### src/rtl/serial_sub32.sv
// Bit-serial subtractor: computes a-b LSB first, one bit per clock, with final borrow.
// Optional signed-overflow output `ovf` is enabled by defining SERIAL_SUB_OVF_EN.
module serial_sub32 #(
   parameter int unsigned WIDTH = 32
) (
   input  logic             clk,
   input  logic             reset_n,
   input  logic             start,
   input  logic [WIDTH-1:0] a,
   input  logic [WIDTH-1:0] b,
   output logic             busy,
   output logic             done,
   output logic [WIDTH-1:0] d,
   output logic             bout
`ifdef SERIAL_SUB_OVF_EN
   ,
   output logic             ovf
`endif
);

   localparam int unsigned CW = (WIDTH > 1) ? $clog2(WIDTH) : 1;
   localparam logic [CW-1:0] LastBit = CW'(WIDTH - 1);

   typedef enum logic [1:0] {
      StIdle = 2'd0,
      StRun  = 2'd1,
      StDone = 2'd2
   } state_t;

   state_t           r_state;
   state_t           w_state_next;
   logic [WIDTH-1:0] r_a;
   logic [WIDTH-1:0] r_b;
   logic [WIDTH-1:0] r_res;
   logic [WIDTH-1:0] r_d;
   logic [CW-1:0]    r_cnt;
   logic             r_br;
   logic             r_bout;
   logic             w_load;
   logic             w_last;
   logic             w_diff;
   logic             w_br_next;
   logic [WIDTH-1:0] w_res_next;

   // Operands are only sampled outside RUN; a start during RUN is dropped.
   assign w_load     = ((r_state == StIdle) || (r_state == StDone)) && start;
   assign w_last     = (r_cnt == LastBit);
   assign w_diff     = r_a[0] ^ r_b[0] ^ r_br;
   assign w_br_next  = (~r_a[0] & r_b[0]) | (~(r_a[0] ^ r_b[0]) & r_br);
   assign w_res_next = {w_diff, r_res[WIDTH-1:1]};

   always_ff @(posedge clk or negedge reset_n) begin
      if (!reset_n) begin
         r_state <= StIdle;
      end else begin
         r_state <= w_state_next;
      end
   end

   always_comb begin
      w_state_next = r_state;
      case (r_state)
         StIdle:  if (start) w_state_next = StRun;
         StRun:   if (w_last) w_state_next = StDone;
         StDone:  w_state_next = start ? StRun : StIdle;
         default: w_state_next = StIdle;
      endcase
   end

   always_ff @(posedge clk or negedge reset_n) begin
      if (!reset_n) begin
         r_a    <= '0;
         r_b    <= '0;
         r_res  <= '0;
         r_d    <= '0;
         r_cnt  <= '0;
         r_br   <= 1'b0;
         r_bout <= 1'b0;
      end else if (w_load) begin
         r_a   <= a;
         r_b   <= b;
         r_res <= '0;
         r_cnt <= '0;
         r_br  <= 1'b0;
      end else if (r_state == StRun) begin
         r_a   <= r_a >> 1;
         r_b   <= r_b >> 1;
         r_res <= w_res_next;
         r_br  <= w_br_next;
         r_cnt <= r_cnt + CW'(1);
         if (w_last) begin
            r_d    <= w_res_next;
            r_bout <= w_br_next;
         end
      end
   end

`ifdef SERIAL_SUB_OVF_EN
   // Operand sign bits are shifted out during RUN, so keep a copy for the overflow term.
   logic r_amsb;
   logic r_bmsb;
   logic r_ovf;

   always_ff @(posedge clk or negedge reset_n) begin
      if (!reset_n) begin
         r_amsb <= 1'b0;
         r_bmsb <= 1'b0;
         r_ovf  <= 1'b0;
      end else if (w_load) begin
         r_amsb <= a[WIDTH-1];
         r_bmsb <= b[WIDTH-1];
      end else if ((r_state == StRun) && w_last) begin
         r_ovf <= (r_amsb ^ r_bmsb) & (r_amsb ^ w_diff);
      end
   end

   assign ovf = r_ovf;
`endif

   assign busy = (r_state == StRun);
   assign done = (r_state == StDone);
   assign d    = r_d;
   assign bout = r_bout;

endmodule

### config.mk
export PLATFORM = sky130hd
export DESIGN_NAME = serial_sub32
export DESIGN_NICKNAME = d
export VERILOG_FILES = /design/src/rtl/serial_sub32.sv
export SDC_FILE = /design/constraint.sdc
export NUM_CORES = 1
export LEC_CHECK = 0
export ABC_AREA = 1
export CORE_UTILIZATION = 38
export DETAILED_ROUTE_END_ITERATION = 7
export DONT_BUFFER_PORTS = 1
export PLACE_DENSITY_LB_ADDON = 0.2
export SLEW_MARGIN = 25
export SYNTH_ARGS = -nofsm -noshare
export SYNTH_HDL_FRONTEND = slang
export SYNTH_SLANG_ARGS = --single-unit
### constraint.sdc
create_clock -name clk -period 1.7 [get_ports clk]
set_input_delay 0.34 -clock clk [delete_from_list [all_inputs] [get_ports clk]]
set_output_delay 0.34 -clock clk [all_outputs]
set_load 0.1 [all_outputs]
==> flow_summary.ini, run 1 <==
[yosys]
dominantRegCellSynth = dfrtp_1
yosysUniqueCellTypes = 20
synth.yosys.seq_area_share_pct = 58.4
yosysMostFrequentCell = nand2_1
synth-seq-cells = 136
synth-edff-count = 0
synth.yosys.warnings = 0
postSynth.asyncResetShare_pct = 100
synth.top_cell.area_share_pct = 58.4
syn_area_sq_um = 5820
post_synthesis_net_count = 773
synthesis.area_per_instance_sq_um = 8.28
synth.top_cells.by_count = nand2_1, dfrtp_1, inv_1
most_area_consuming_cells_after_synthesis = dfrtp_1, nand2_1, o22ai_1
synthDominantAreaCellType = dfrtp_1
postSynthCellCount = 703

[grt]
globalRouteTotalUtil_pct = 16.6
grt_max_degree = 137
via_count_of_the_first_global_routing_pass = 4277
grt_overflow_total = 0
global_route_wire_length_before_repair_mm = 20.8
antenna_found_initial = 0

[timing]
skew_ns = 0.00708
fin_crit_sh_pct = 95.3
hold_ws_ns = -0.387
final.setup.tns_ns = 0
tightest_slew_ns = 0.524
final_setup_viols = 0
finalCriticalPeriod_ns = 1.62
fmax_mhz = 618
timing.slew.headroom_pct = 65.0
hold_violations = 136
timing.final.max_slew_violations = 0
setup_repair_after_global_routing_missed_its_margin = false

[clock_network]
tritoncts_sink_count = 136
cts_htree_levels = 4
clock_latency_ns = 0.42
max-clock-path-buffers = 2
clock_tree.root_cell = clkbuf_16
clkTransAtPathRegs_ns = 0.06
cts_made_buffers = 17
post-cts-setup-buffer-count = 0
cts_tree = built

[cells_and_area]
n_fill_cell = 1456
drive_above_1_share_pct = 12.0
diodes = 0
post_layout_nonfiller_instances = 923
synthToLayoutAreaGrowth_pct = 17.3
final_nets = 797

[status]
outcome = finished with violations
violations = hold timing

[setup_path]
path_cells = inv_2 -> nor2_4 -> buf_12
critPathArrivalTime_ns = 1.28
endpoint_kind = output port
max_stage_delay_ns = 0.42
path_class = reg -> out
worstSetupStartpointType = flop
timing.critical_path.required_ns = 1.36
timing.critical_path.max_delay_family = flip-flops
critical_path.n_buffers_inverters = 2
cp_slowest_cell = dfrtp_2
cp_max_fo = 18

[power]
power_report.internal_total_mw = 8.74
total_leakage_power_nw = 3.63
power.switching_mw = 7.62
power.switching_fraction_pct = 46.6
power.share.sequential_pct = 32.3
pwr-share-clk_pct = 21.9
largest_vdd_supply_drop_uv = 1210
cellPowerDensity_nw_per_um2 = 2390
power_frac_comb_pct = 45.8

[route]
detail_route.iter0.violations = 309
drt_antenna_net_count = 0
dr_total_vias = 4453
wl_per_cell_microns = 13.5
route.final.wire_length_mm = 12.4
drt-pass1-iter-count = 4
drcViolationCount = 0
average_vias_per_placed_instance = 4.82

[die]
die_h_microns = 126
initial_utilization_pct = 39.5
io_pins = 102
design.die.area_sq_um = 15800
die_w_microns = 126
row_count = 44
core_area_sq_um = 14800

[placed_design]
dp_wirelength_mm = 7.30
gp_routability_congestion = 0.760
placement.io_buffers = 0
post-place-cells = 891

[job]
maxCapViolations = 0

[hold_path]
min_path_type = in -> async
==> power groups by stage <==
stage	combinational, mW	sequential [mW]	clock (mW)
after CTS	7.57	5.29	3.68
after detailed placement	7.55	5.33	0
after global routing	8.23	5.45	3.83
after floorplan	3.35	7.95	0
final	7.49	5.28	3.58
after global placement	7.41	5.29	0
==> logic make-up (layout without fill, tap and decap cells) <==
| group | count (synthesis) | count (layout) | share of synthesized area [%] |
|---|---|---|---|
| simple gates | 412 | 412 | 27.3 |
| fa+ha+maj | 3 | 3 | 0.773 |
| buf+inv | 83 | 119 | 6.62 |
| flops | 136 | 136 | 58.4 |
| compound gates | 69 | 69 | 6.87 |
==> layout make-up <==
cell class                 instances  area (sq um)  area share (%)
timing repair buffer              44           410            6.01
sequential                       136          3400            49.8
inverter                          44           165            2.42
tap                              184           230            3.37
clock inverter                    14           153            2.23
multi-input combinational        484          2050            29.9
clock buffer                      17           425            6.22
==> worst paths after layout <==
kind                       slack, ns  cells after the start  endpoint  startpoint
setup / recovery                0.08                      3      busy  r_state[0]
hold / removal                 -0.39                      0     d[24]     reset_n
setup reg to reg                0.15                      8     d[29]    r_cnt[0]
hold reg to reg                 0.48                      2   r_a[21]     r_a[21]
max in group asynchronous       1.91                      0   r_a[26]     reset_n
min in group clk                0.05                      2   r_b[31]       b[31]
==> cells in the final DEF (no fill, tap or decap), types with 2 or more instances in the layout <==
cell type   instances
clkinv_2            2
buf_4              38
nand2_2             4
ha_1                2
nand2_1           380
clkbuf_16          18
inv_6               2
nand3_1            21
o21ai_1            26
clkinvlp_4          4
bufinv_16           2
o21ai_2             4
nor2_1              4
inv_2               2
nor2_4              2
buf_12              5
o21ai_0             6
o22ai_1            32
inv_1              42
clkinv_4            4
dfrtp_1           135
==> per-layer routing <==
metal	global-route usage, %	vias up	share of wire [%]
met2	26.1	109	46
met4	5.95	0	1.2
li1	-	2231	-
met1	20.9	2100	45
met3	6.50	13	6.8
met5	0	-	0
==> state kept, by name (all words and copies together), names as in the netlist <==
| name | flops |
|---|---|
| r_state | 2 |
| r_cnt | 5 |
| r_br | 1 |
| r_res | 31 |
| bout | 1 |
| r_b | 32 |
| d | 32 |
| r_a | 32 |
==> per-stage QoR <==
step | utilization, % | worst slack [ns] | hold slack [ns] | instance area [sq um] | power, mW
after floorplan | - | 0.124 | 0.0444 | 5830 | 11.3
after global placement | 42.2 | 0.185 | 0.0490 | 6230 | 12.7
after detailed placement | 42.2 | 0.136 | 0.0486 | 6230 | 12.9
after CTS | 46.1 | 0.0547 | -0.402 | 6810 | 16.5
after global routing | 46.3 | 0.0183 | -0.409 | 6830 | 17.5
final | 46.3 | 0.0806 | -0.387 | 6830 | 16.4
==> repair_timing <==
item                                    in CTS  in global routing
endpoints found under the hold margin      136                136
gates resized for setup                      1                  0
cloned                                       0                  1
endpoints found under the setup margin       1                  3
No activity file was read; power rests on OpenSTA's default activity.
==> run 2: changes to the inputs <==
- MAX_ROUTING_LAYER: not set -> met4
==> flow_summary.ini, run 2 (same netlist as run 1, synthesis figures left out) <==
[setup_path]
critPathArrivalTime_ns = 1.27
cp_max_fo = 18
endpoint_kind = output port
worstSetupStartpointType = flop
path_class = reg -> out
timing.critical_path.required_ns = 1.36

[cells_and_area]
drive_above_1_share_pct = 12.0
final_nets = 797
finish.instance_area_sq_um = 6830
synthToLayoutAreaGrowth_pct = 17.3
sequential_cell_area_in_the_final_layout_sq_um = 3400
n_fill_cell = 1456
diodes = 0
layout.cells.most_common = nand2_1
layout.cells.most_common_list = nand2_1, dfrtp_1, inv_1
multiInputGateArea_sq_um = 2050

[timing]
final.setup.tns_ns = 0
skew_ns = 0.00712
hold_violations = 136
timing.final.max_slew_violations = 0
setup_repair_after_global_routing_missed_its_margin = false
fmax_mhz = 620
hold_ws_ns = -0.383
tightest_slew_ns = 0.527
fin_crit_sh_pct = 94.9
timing.slew.headroom_pct = 64.8
finalCriticalPeriod_ns = 1.61
final_setup_viols = 0

[die]
row_count = 44
initial_utilization_pct = 39.5
core_area_sq_um = 14800
io_pins = 102
design.die.area_sq_um = 15800
die_w_microns = 126
die_h_microns = 126

[clock_network]
tritoncts_sink_count = 136
cts_made_buffers = 17
cts_tree = built
max-clock-path-buffers = 2
clock_latency_ns = 0.42
clock_tree.root_cell = clkbuf_16
cts_htree_levels = 4
clkTransAtPathRegs_ns = 0.06

[placed_design]
dpl_cell_area_sq_um = 6230
gp_routability_congestion = 0.770
dp_wirelength_mm = 7.30
placement.io_buffers = 0

[grt]
grt_overflow_total = 0
grt_max_degree = 137
global_route_wire_length_before_repair_mm = 20.9
globalRouteTotalUtil_pct = 17.2
antenna_found_initial = 0
via_count_of_the_first_global_routing_pass = 4275

[route]
dr_total_vias = 4452
drt_antenna_net_count = 0
detail_route.iter0.violations = 382
route.final.wire_length_mm = 12.4
drt-pass1-iter-count = 4
drcViolationCount = 0
average_vias_per_placed_instance = 4.82
wl_per_cell_microns = 13.4

[status]
violations = hold timing
outcome = finished with violations

[power]
total_leakage_power_nw = 3.63
design_power_total_mw = 16.4
largest_vdd_supply_drop_uv = 1210
cellPowerDensity_nw_per_um2 = 2390

[job]
maxCapViolations = 0

[hold_path]
min_path_type = in -> async
[run 2: cell counts in the layout (fill, tap and decap cells not counted)]
Identical to the previous run, type by type.
[run 2: power by group]
| group | switching (mW) | internal, mW | total (mW) |
|---|---|---|---|
| sequential | 0.637 | 4.65 | 5.29 |
| clock | 1.43 | 2.16 | 3.58 |
| combinational | 5.55 | 1.93 | 7.49 |
[run 2: per-stage QoR]
| stage | std cells | hold slack [ns] | util (%) | setup WS (ns) |
|---|---|---|---|---|
| 5_1_grt | 923 | -0.411 | 46.3 | 0.0177 |
| 2_1_floorplan | 703 | 0.0444 | - | 0.124 |
| 6_report | 923 | -0.383 | 46.3 | 0.0861 |
| 4_1_cts | 922 | -0.402 | 46.1 | 0.0547 |
| 3_5_place_dp | 891 | 0.0486 | 42.2 | 0.136 |
| 3_3_place_gp | 891 | 0.0490 | 42.2 | 0.185 |
[run 2: what timing repair did]
item,in CTS,in global routing
buffers inserted,0,0
gates resized for setup,1,0
setup endpoints to repair,1,3
gates cloned,0,1
endpoints found under the hold margin,136,136
[run 2: final cells by class]
class | count | area share [%]
well taps | 184 | 3.37
flip-flops and latches | 136 | 49.8
repair buffers | 44 | 6.01
multi-input cells | 484 | 29.9
inverters | 44 | 2.42
clock buffers | 17 | 6.22
clock inverters | 14 | 2.23
[run 2: path summary, 6_finish.rpt]
check,from,to,slack [ns],depth (start not counted)
worst max-delay path,r_state[0],busy,0.09,3
worst min-delay path,reset_n,d[17],-0.38,0
worst max register to register,r_cnt[0],d[29],0.15,8
worst min register to register,r_b[6],r_b[6],0.48,2
max in group asynchronous,reset_n,r_b[1],1.87,0
min in group clk,b[31],r_b[31],0.05,2
[run 2: worst max-delay path: stages, from the launching register on]
cell and delay (ns):
dfrtp_2 0.42, inv_2 0.07, nor2_4 0.12, buf_12 0.23
[run 2: metal layers]
layer | up-vias | wire length, microns | part of all wire, % | track usage [%]
met3 | 12 | 747 | 6.0 | 5.95
met1 | 2105 | 5730 | 46 | 21.2
li1 | 2230 | - | - | -
met5 | - | 0 | 0 | -
met4 | 0 | 127 | 1.0 | 6.38
met2 | 105 | 5810 | 47 | 26.2
